## src/rtl/urp_pcie_pkg.sv

```systemverilog
// urp_pcie_pkg: shared widths, beat-count derivation and beat flag type for the PCIe egress path.
package urp_pcie_pkg;

   localparam int DATA_SIZE_DEF = 224;
   localparam int BEAT_W_DEF    = 32;

   function automatic int n_beats(int data_size, int beat_w);
      return data_size / beat_w;
   endfunction

   localparam int N_BEATS_DEF = n_beats(DATA_SIZE_DEF, BEAT_W_DEF);

   typedef struct packed {
      logic sop;
      logic eop;
   } beat_flags_t;

endpackage

```

## src/rtl/urp_pcie_tlp_serializer_if.sv

```systemverilog
// urp_pcie_tlp_serializer_if: arbiter-side word handshake and link-side beat handshake.
// dst_par_o exists only when URP_PCIE_SER_PARITY_EN is defined.
interface urp_pcie_tlp_serializer_if #(
   parameter int DATA_SIZE = urp_pcie_pkg::DATA_SIZE_DEF,
   parameter int BEAT_W    = urp_pcie_pkg::BEAT_W_DEF
);
   logic                 src_valid_i;
   logic                 src_ready_o;
   logic [DATA_SIZE-1:0] src_data_i;
   logic                 dst_valid_o;
   logic                 dst_ready_i;
   logic [BEAT_W-1:0]    dst_data_o;
   logic                 dst_sop_o;
   logic                 dst_eop_o;
`ifdef URP_PCIE_SER_PARITY_EN
   logic                 dst_par_o;
`endif

   modport slave (
      input  src_valid_i, src_data_i, dst_ready_i,
      output src_ready_o, dst_valid_o, dst_data_o, dst_sop_o, dst_eop_o
`ifdef URP_PCIE_SER_PARITY_EN
      , dst_par_o
`endif
   );

   modport master (
      output src_valid_i, src_data_i, dst_ready_i,
      input  src_ready_o, dst_valid_o, dst_data_o, dst_sop_o, dst_eop_o
`ifdef URP_PCIE_SER_PARITY_EN
      , dst_par_o
`endif
   );

endinterface

```

## src/rtl/urp_pcie_sync_fifo.sv

```systemverilog
// urp_pcie_sync_fifo: small synchronous FIFO with occupancy count; no same-cycle write-through when full.
module urp_pcie_sync_fifo #(
   parameter int WIDTH = 32,
   parameter int DEPTH = 2
) (
   input  logic                     clk,
   input  logic                     rst_n,
   input  logic                     push_i,
   input  logic                     pop_i,
   input  logic [WIDTH-1:0]         data_i,
   output logic                     full_o,
   output logic [$clog2(DEPTH):0]   cnt_o,
   output logic [WIDTH-1:0]         head_o
);

   localparam int AW = $clog2(DEPTH);
   localparam int CW = AW + 1;

   logic [WIDTH-1:0] mem_q [DEPTH];
   logic [AW-1:0]    wptr_q, rptr_q;
   logic [CW-1:0]    cnt_q;
   logic             wr, rd;

   assign full_o = cnt_q == CW'(DEPTH);
   assign wr     = push_i && !full_o;
   assign rd     = pop_i && cnt_q != '0;
   assign cnt_o  = cnt_q;
   assign head_o = mem_q[rptr_q];

   // Pointers wrap naturally because DEPTH is a power of two.
   always_ff @(posedge clk or negedge rst_n) begin
      if (!rst_n) begin
         for (int i = 0; i < DEPTH; i++) mem_q[i] <= '0;
         wptr_q <= '0;
         rptr_q <= '0;
         cnt_q  <= '0;
      end else begin
         if (wr) begin
            mem_q[wptr_q] <= data_i;
            wptr_q        <= wptr_q + AW'(1);
         end
         if (rd) rptr_q <= rptr_q + AW'(1);
         cnt_q <= cnt_q + CW'(wr) - CW'(rd);
      end
   end

endmodule

```

## src/rtl/urp_pcie_tlp_serializer.sv

```systemverilog
// urp_pcie_tlp_serializer: buffers 224-bit TLP words and emits them MSB-first as 32-bit beats with sop/eop.
// Define URP_PCIE_SER_PARITY_EN to add the dst_par_o even-parity output.
module urp_pcie_tlp_serializer
   import urp_pcie_pkg::*;
#(
   parameter int DATA_SIZE = DATA_SIZE_DEF,
   parameter int BEAT_W    = BEAT_W_DEF,
   parameter int DEPTH     = 2
) (
   input  logic                        clk,
   input  logic                        rst_n,
   urp_pcie_tlp_serializer_if.slave    bus
);

   localparam int N_BEATS = n_beats(DATA_SIZE, BEAT_W);
   localparam int BCW     = N_BEATS > 1 ? $clog2(N_BEATS) : 1;
   localparam int FCW     = $clog2(DEPTH) + 1;

   typedef enum logic {IDLE, STREAM} state_e;

   state_e               state_q;
   logic [BCW-1:0]       beat_q;
   logic                 full, valid, push, fire, last, pop;
   logic [FCW-1:0]       cnt;
   logic [DATA_SIZE-1:0] head;
   logic [BEAT_W-1:0]    beat;
   beat_flags_t          flags;

   assign valid = state_q == STREAM;
   assign push  = bus.src_valid_i && !full;
   assign fire  = valid && bus.dst_ready_i;
   assign last  = beat_q == BCW'(N_BEATS - 1);
   assign pop   = fire && last;

   urp_pcie_sync_fifo #(.WIDTH(DATA_SIZE), .DEPTH(DEPTH)) u_fifo (
      .clk    (clk),
      .rst_n  (rst_n),
      .push_i (push),
      .pop_i  (pop),
      .data_i (bus.src_data_i),
      .full_o (full),
      .cnt_o  (cnt),
      .head_o (head)
   );

   // Leaving STREAM only when the last buffered word retires with nothing arriving behind it.
   always_ff @(posedge clk or negedge rst_n) begin
      if (!rst_n) begin
         state_q <= IDLE;
         beat_q  <= '0;
      end else begin
         state_q <= push ? STREAM : (pop && cnt == FCW'(1)) ? IDLE : state_q;
         if (fire) beat_q <= last ? '0 : beat_q + BCW'(1);
      end
   end

   assign beat  = head[DATA_SIZE-1-int'(beat_q)*BEAT_W -: BEAT_W];
   assign flags = '{sop: valid && beat_q == '0, eop: valid && last};

   assign bus.src_ready_o = !full;
   assign bus.dst_valid_o = valid;
   assign bus.dst_data_o  = valid ? beat : '0;
   assign bus.dst_sop_o   = flags.sop;
   assign bus.dst_eop_o   = flags.eop;
`ifdef URP_PCIE_SER_PARITY_EN
   assign bus.dst_par_o   = ^bus.dst_data_o;
`endif

endmodule

```

## src/flat_wrapper.sv

```systemverilog
// flat-port wrapper written by rule: the top's interface ports become plain ports
module urp_pcie_tlp_serializer_flat import urp_pcie_pkg::*;
#(
   parameter int DATA_SIZE = DATA_SIZE_DEF,
   parameter int BEAT_W    = BEAT_W_DEF,
   parameter int DEPTH     = 2
)
  (clk, rst_n, bus_src_valid_i, bus_src_data_i, bus_dst_ready_i, bus_src_ready_o, bus_dst_valid_o, bus_dst_data_o, bus_dst_sop_o, bus_dst_eop_o);
  urp_pcie_tlp_serializer_if #(.DATA_SIZE(DATA_SIZE), .BEAT_W(BEAT_W)) bus_i ();
  input  logic clk;
  input  logic rst_n;
  input wire logic [$bits(bus_i.src_valid_i)-1:0] bus_src_valid_i;
  input wire logic [$bits(bus_i.src_data_i)-1:0] bus_src_data_i;
  input wire logic [$bits(bus_i.dst_ready_i)-1:0] bus_dst_ready_i;
  output wire logic [$bits(bus_i.src_ready_o)-1:0] bus_src_ready_o;
  output wire logic [$bits(bus_i.dst_valid_o)-1:0] bus_dst_valid_o;
  output wire logic [$bits(bus_i.dst_data_o)-1:0] bus_dst_data_o;
  output wire logic [$bits(bus_i.dst_sop_o)-1:0] bus_dst_sop_o;
  output wire logic [$bits(bus_i.dst_eop_o)-1:0] bus_dst_eop_o;
  assign bus_i.src_valid_i = bus_src_valid_i;
  assign bus_i.src_data_i = bus_src_data_i;
  assign bus_i.dst_ready_i = bus_dst_ready_i;
  assign bus_src_ready_o = bus_i.src_ready_o;
  assign bus_dst_valid_o = bus_i.dst_valid_o;
  assign bus_dst_data_o = bus_i.dst_data_o;
  assign bus_dst_sop_o = bus_i.dst_sop_o;
  assign bus_dst_eop_o = bus_i.dst_eop_o;
  urp_pcie_tlp_serializer #(.DATA_SIZE(DATA_SIZE), .BEAT_W(BEAT_W), .DEPTH(DEPTH)) u_core (.clk(clk), .rst_n(rst_n), .bus(bus_i));
endmodule
```

## config.mk

```make
export PLATFORM = sky130hd
export DESIGN_NAME = urp_pcie_tlp_serializer_flat
export DESIGN_NICKNAME = d
export VERILOG_FILES = /design/src/rtl/urp_pcie_pkg.sv /design/src/rtl/urp_pcie_tlp_serializer_if.sv /design/src/rtl/urp_pcie_sync_fifo.sv /design/src/rtl/urp_pcie_tlp_serializer.sv /design/src/flat_wrapper.sv
export SDC_FILE = /design/constraint.sdc
export NUM_CORES = 1
export LEC_CHECK = 0
export ABC_AREA = 1
export BUFFER_PORTS_ARGS = -buffer_cell sky130_fd_sc_hd__buf_2
export CAP_MARGIN = 40
export CORE_MARGIN = 4
export CORE_UTILIZATION = 44
export DETAILED_ROUTE_END_ITERATION = 8
export SETUP_SLACK_MARGIN = 0.02
export SYNTH_ARGS = -nofsm -noshare
export SYNTH_HDL_FRONTEND = slang
export SYNTH_SLANG_ARGS = --single-unit
```

## constraint.sdc

```tcl
create_clock -name clk -period 2.8 [get_ports clk]
set_input_delay 0.28 -clock clk [delete_from_list [all_inputs] [get_ports clk]]
set_output_delay 0.28 -clock clk [all_outputs]
set_load 0.02 [all_outputs]
```

**Word-level counts from Yosys, hierarchy flattened**

Index checks and enable logic that the tools add are counted.

- Reduce and logical (&&, ||, !) cells: 13
- Add/sub/neg operators: 6
- Order comparisons: 3
- Multiplexer cells: 10
- Eq/ne operators: 3
- Shifts and indexed selects: 1
- Bitwise gates (word level): 2

Operator list:

| cell | number |
|---|---|
| $mux 224 | 4 |
| $bwmux 448 | 1 |
| $shiftx 255x32->32 | 1 |
| $demux 224 s1 | 1 |
| $mux 32 | 1 |
| $logic_and 1x1->1 | 9 |
| $sub 8x8->9 const A | 1 |
| $ge 2x2->1 const B | 2 |
| $not 1->2 | 2 |
| $reduce_bool 2->1 | 2 |
| $add 3x1->3 const B | 1 |
| $eq 3x3->1 const B | 1 |
| $logic_not 3->1 | 1 |
| $mux 3 | 1 |
| $add 1x1->1 const B | 2 |
| $add 2x1->2 | 1 |
| $eq 2x1->1 const B | 1 |
| $eq 2x2->1 const B | 1 |
| $lt 2x1->1 const B | 1 |
| $mux 1 | 2 |
| $sub 2x1->2 | 1 |
| $logic_not 1->1 | 1 |

- Output and inout bits: 36
- Register bits: 456
- Logic and storage cells: 45
- Bits of input ports: 228

**Depth between registers and ports, before layout**

- Depth in word-level cells: 6
- Mapped depth: 14
- Mapped depth without buffers: 10

**Hierarchy**

From an unflattened synthesis, not the netlist that was laid out.

- Cell total of the unflattened synthesis: 3,417
- Area total of the unflattened synthesis: 24,176.9 sq um

By module, submodules not included:

| module | seq. area each (sq um) | area each (sq um) | instances | cells each |
|---|---|---|---|---|
| urp_pcie_sync_fifo | 11,310.8 | 21,242.9 | 1 | 2,742 |
| urp_pcie_tlp_serializer | 100.1 | 2,934.1 | 1 | 675 |

**Least setup slack after synthesis**

Ideal clock, no wire load.

- Path kind: register to output
- Start point: register u_core.beat_q[0]
- End point: output port bus_dst_data_o[3]
- Arrival time: 2,321 ps
- Required time: 2,520 ps
- Cell stages (with the launch flop): 15
- Setup slack: 199 ps
- Path buffers: 5
- Path through: dfrtp_1 -> buf_2 -> inv_2 -> buf_4 -> buf_2 -> ha_1 -> buf_2 -> inv_2 -> buf_2 -> nand3_1 -> nand2_1 -> nand2_1 -> nand2_1 -> nand2_1 -> a21oi_1

- Cells in the longest elaborated chain, start to end: 3

RTL lines:

| item | line | text |
|---|---|---|
| start, declared | urp_pcie_tlp_serializer.sv:22 | `logic [BCW-1:0] beat_q;` |
| start signal, assigned | urp_pcie_tlp_serializer.sv:53 | `if (fire) beat_q <= last ? '0 : beat_q + BCW'(1);` |
| $sub 8x8->9 | urp_pcie_tlp_serializer.sv:57 | `assign beat = head[DATA_SIZE-1-int'(beat_q)*BEAT_W -: BEAT_W];` |
| $shiftx 255x32->32 | urp_pcie_tlp_serializer.sv:57 |  |
| $mux 32 | urp_pcie_tlp_serializer.sv:62 | `assign bus.dst_data_o = valid ? beat : '0;` |
| end, declared | flat_wrapper.sv:17 | `output wire logic [$bits(bus_i.dst_data_o)-1:0] bus_dst_data_o;` |

Every way passes these cells.

**Worst setup path after layout**

- Start point: register u_core.u_fifo.rptr_q
- End point: output port bus_dst_data_o[12]

- Cells in the longest elaborated chain, start to end: 6

RTL lines:

| item | line | text |
|---|---|---|
| start, declared | urp_pcie_sync_fifo.sv:20 | `logic [AW-1:0] wptr_q, rptr_q;` |
| start signal, assigned | urp_pcie_sync_fifo.sv:42 | `if (rd) rptr_q <= rptr_q + AW'(1);` |
| $not 1->2 (not written as such) | urp_pcie_sync_fifo.sv:28 | `assign head_o = mem_q[rptr_q];` |
| $mux 224 (not written as such) (3 in a row) | urp_pcie_sync_fifo.sv:28 |  |
| $shiftx 255x32->32 | urp_pcie_tlp_serializer.sv:57 |  |
| $mux 32 | urp_pcie_tlp_serializer.sv:62 |  |

Every way passes these cells. The select of a mux whose other input is x is not followed.

==> metrics.cfg <==
[worst_setup_path]
worstPathMaxFanout = 57
cp.required_ns = 2.52
path_class = flop to primary output
end_kind = primary output
startpoint_type = flop
crit_arrival_ns = 2.56

[power]
leakagePower_nw = 14.2
power_mw = 36.0
p_per_area_nw_per_um2 = 1250
vdd_drop_max_mv = 1.09

[layout]
layout_commonest_cell = nand2_1
drive_gt1_share_pct = 15.6
nets = 3509
ff_latch_area_um2 = 11400
multiInputGateArea_um2 = 8420
areaGrowthSynthToFinish_pct = 30.8
mostFrequentLayoutCells = nand2_1, dfrtp_1, inv_1, o21ai_0, nand3_1
fillers = 4436
instances_no_fill = 3992

[clock_tree]
cts_buffers = 50
clkTransAtPathRegs_ns = 0.06
cts_tree = built
clock_sinks = 456
clockBufferDepth = 3
insertion_delay_ns = 0.59
h-tree-depth = 2
root_buffer = clkbuf_16

[placement]
port_buffers = 263
dp_hpwl_um = 48500
gp_congestion = 0.868
dp_cells = 3643
dpl_worst_slack_ns = 0.365

[sta]
maxSlewViolCount = 0
rsz0062_at_grt = yes
skew_ns = 0.0178
fin_setup_tns_ns = -0.0418
min_period_ns = 2.84
fin_ws_ns = -0.0418
period_share_pct = 101
hold_violations = 0
fmax_mhz = 352
relSlewSlack_pct = 52.5
worst_slew_pin_slew_ns = 0.712
setup_viol = 1

[detailed_routing]
drt_pass1_iterations = 6
wl_per_cell_um = 18.5
drt-initial-drc-count = 1829
avgViaCountPerCell = 5.14
vias = 20500
ant_nets = 0
finalWirelength_um = 74000
drc = 0

[floorplanning]
core_area_um2 = 49300
dieArea_um2 = 53800
std_cell_rows = 81
chipHeight_um = 232
start_util_pct = 44.8
die_x_um = 232
io_pins = 264

[outcome]
status = finished, violations left
violations = setup timing

[global_routing]
antenna_found_initial = 11
grt_pass1_wl_um = 115000
grt_max_degree = 173
met2_usage_pct = 44.2
grtUsageMet1_pct = 36.0
use_met3_pct = 5.58
top_usage_layer = met2
grt_pass1_vias = 20400
overflow = 0
gr-usage-all-layers_pct = 27.4

[yosys]
yosysSeqAreaShare_pct = 51.7
yosys_warnings = 0
synthDistinctLibCells = 26
syn_area_um2 = 22100
avgSynthCellArea_um2 = 7.75
synth_nets = 3080
synthesis.instances = 2846
ys_ff_latch = 456

[hold_path]
hold_path_class = input port to flop

[run]
max_cap_viol_count = 0

## sequential cells by signal (all words and copies together), names as in the netlist
signal and flops:
u_core.beat_q 3, u_core.bus.dst_valid_o 1, u_core.u_fifo.cnt_o 2, u_core.u_fifo.mem_q 448, u_core.u_fifo.rptr_q 1, u_core.u_fifo.wptr_q 1
## path summary, 6_finish.rpt
path / start / end / slack [ns] / depth (start not counted)
worst max register to register: u_core.beat_q[0]$_DFFE_PN0P_ / u_core.u_fifo.cnt_o[1]$_DFF_PN0_ / 0.55 / 12
worst min-delay path: bus_src_data_i[216] / u_core.u_fifo.mem_q[440]$_DFFE_PN0P_ / 0.03 / 3
max in group asynchronous: rst_n / u_core.u_fifo.mem_q[415]$_DFFE_PN0P_ / 1.67 / 3
worst max-delay path: u_core.u_fifo.rptr_q$_DFFE_PN0P_ / bus_dst_data_o[12] / -0.04 / 8
min in group asynchronous: rst_n / u_core.u_fifo.mem_q[85]$_DFFE_PN0P_ / 0.28 / 2
worst min register to register: u_core.u_fifo.mem_q[160]$_DFFE_PN0P_ / u_core.u_fifo.mem_q[160]$_DFFE_PN0P_ / 0.49 / 1
## worst max-delay path, cell delays in order, from the launching register on
cell and delay, ns:
dfrtp_4 0.52, buf_4 0.21, buf_12 0.28, nor2_1 0.09, a21oi_1 0.38, nor2_4 0.07, a21oi_2 0.15, a21oi_2 0.10
buf_6 0.14
## cells in the mapped netlist, drive strengths merged
cell type	count	area, um2
o31ai	1	12.5
nand3	289	1450
dfrtp	456	11400
nand2	872	3290
clkbuf	31	116
o22ai	2	12.5
nor2	61	251
a21oi	86	430
buf	152	810
xnor2	2	17.5
ha	6	75.1
inv	429	1610
o21ai	425	2130
xor2	1	8.76
nor4	1	6.26
mux2	32	435
## kinds of logic after synthesis
| logic type | after synthesis | synth area share [%] |
|---|---|---|
| flip-flops | 456 | 51.7 |
| adder cells (fa/ha/maj) | 6 | 0.340 |
| buffers and inverters | 612 | 11.5 |
| AO/OA/AOI/OAI | 514 | 11.7 |
| XOR/XNOR | 3 | 0.119 |
| AND/OR/NAND/NOR | 1223 | 22.6 |
| multiplexers | 32 | 1.97 |
## power by group
| group | internal [mW] | leakage (nW) | total [mW] | switching, mW |
|---|---|---|---|---|
| Combinational | 6.88 | 7.77 | 18.5 | 11.7 |
| Clock | 3.94 | 0.824 | 6.63 | 2.69 |
| Sequential | 9.79 | 5.59 | 10.8 | 1.01 |
| Total | 20.6 | 14.2 | 36.0 | 15.4 |
## through the flow
step           area (um2)  hold slack (ns)  util [%]
4_1_cts             28500          0.00665      57.8
3_3_place_gp        24100            0.322      48.9
5_1_grt             28800           0.0467      58.5
6_report            28900           0.0350      58.6
3_5_place_dp        24100            0.312      48.9
2_1_floorplan       22100          -0.0156         -
## final cells by class
cell class | instances | area share (%)
Sequential cell | 456 | 39.6
Antenna cell | 13 | 0.113
Clock inverter | 9 | 0.243
Timing Repair Buffer | 560 | 16.8
Inverter | 429 | 5.69
Tap cell | 664 | 2.88
Clock buffer | 83 | 5.51
Multi-Input combinational cell | 1778 | 29.2
## per-layer routing
| layer | part of all wire [%] | vias up |
|---|---|---|
| met5 | 0.036 | - |
| met4 | 4.9 | 4 |
| met1 | 42 | 9887 |
| met3 | 7.0 | 176 |
| li1 | - | 9743 |
| met2 | 47 | 726 |
## repair_timing
| action | 4_1_cts | 5_1_grt |
|---|---|---|
| setup endpoints to repair | 33 | 32 |
| gates resized for setup | 67 | 90 |
| cloned | 6 | 1 |
| buffers inserted | 9 | 9 |
| endpoints found under the hold margin | 503 | 0 |
| pin swaps | 7 | 33 |
| hold buffers | 221 | 0 |
Power figures use the tool's default switching activity.
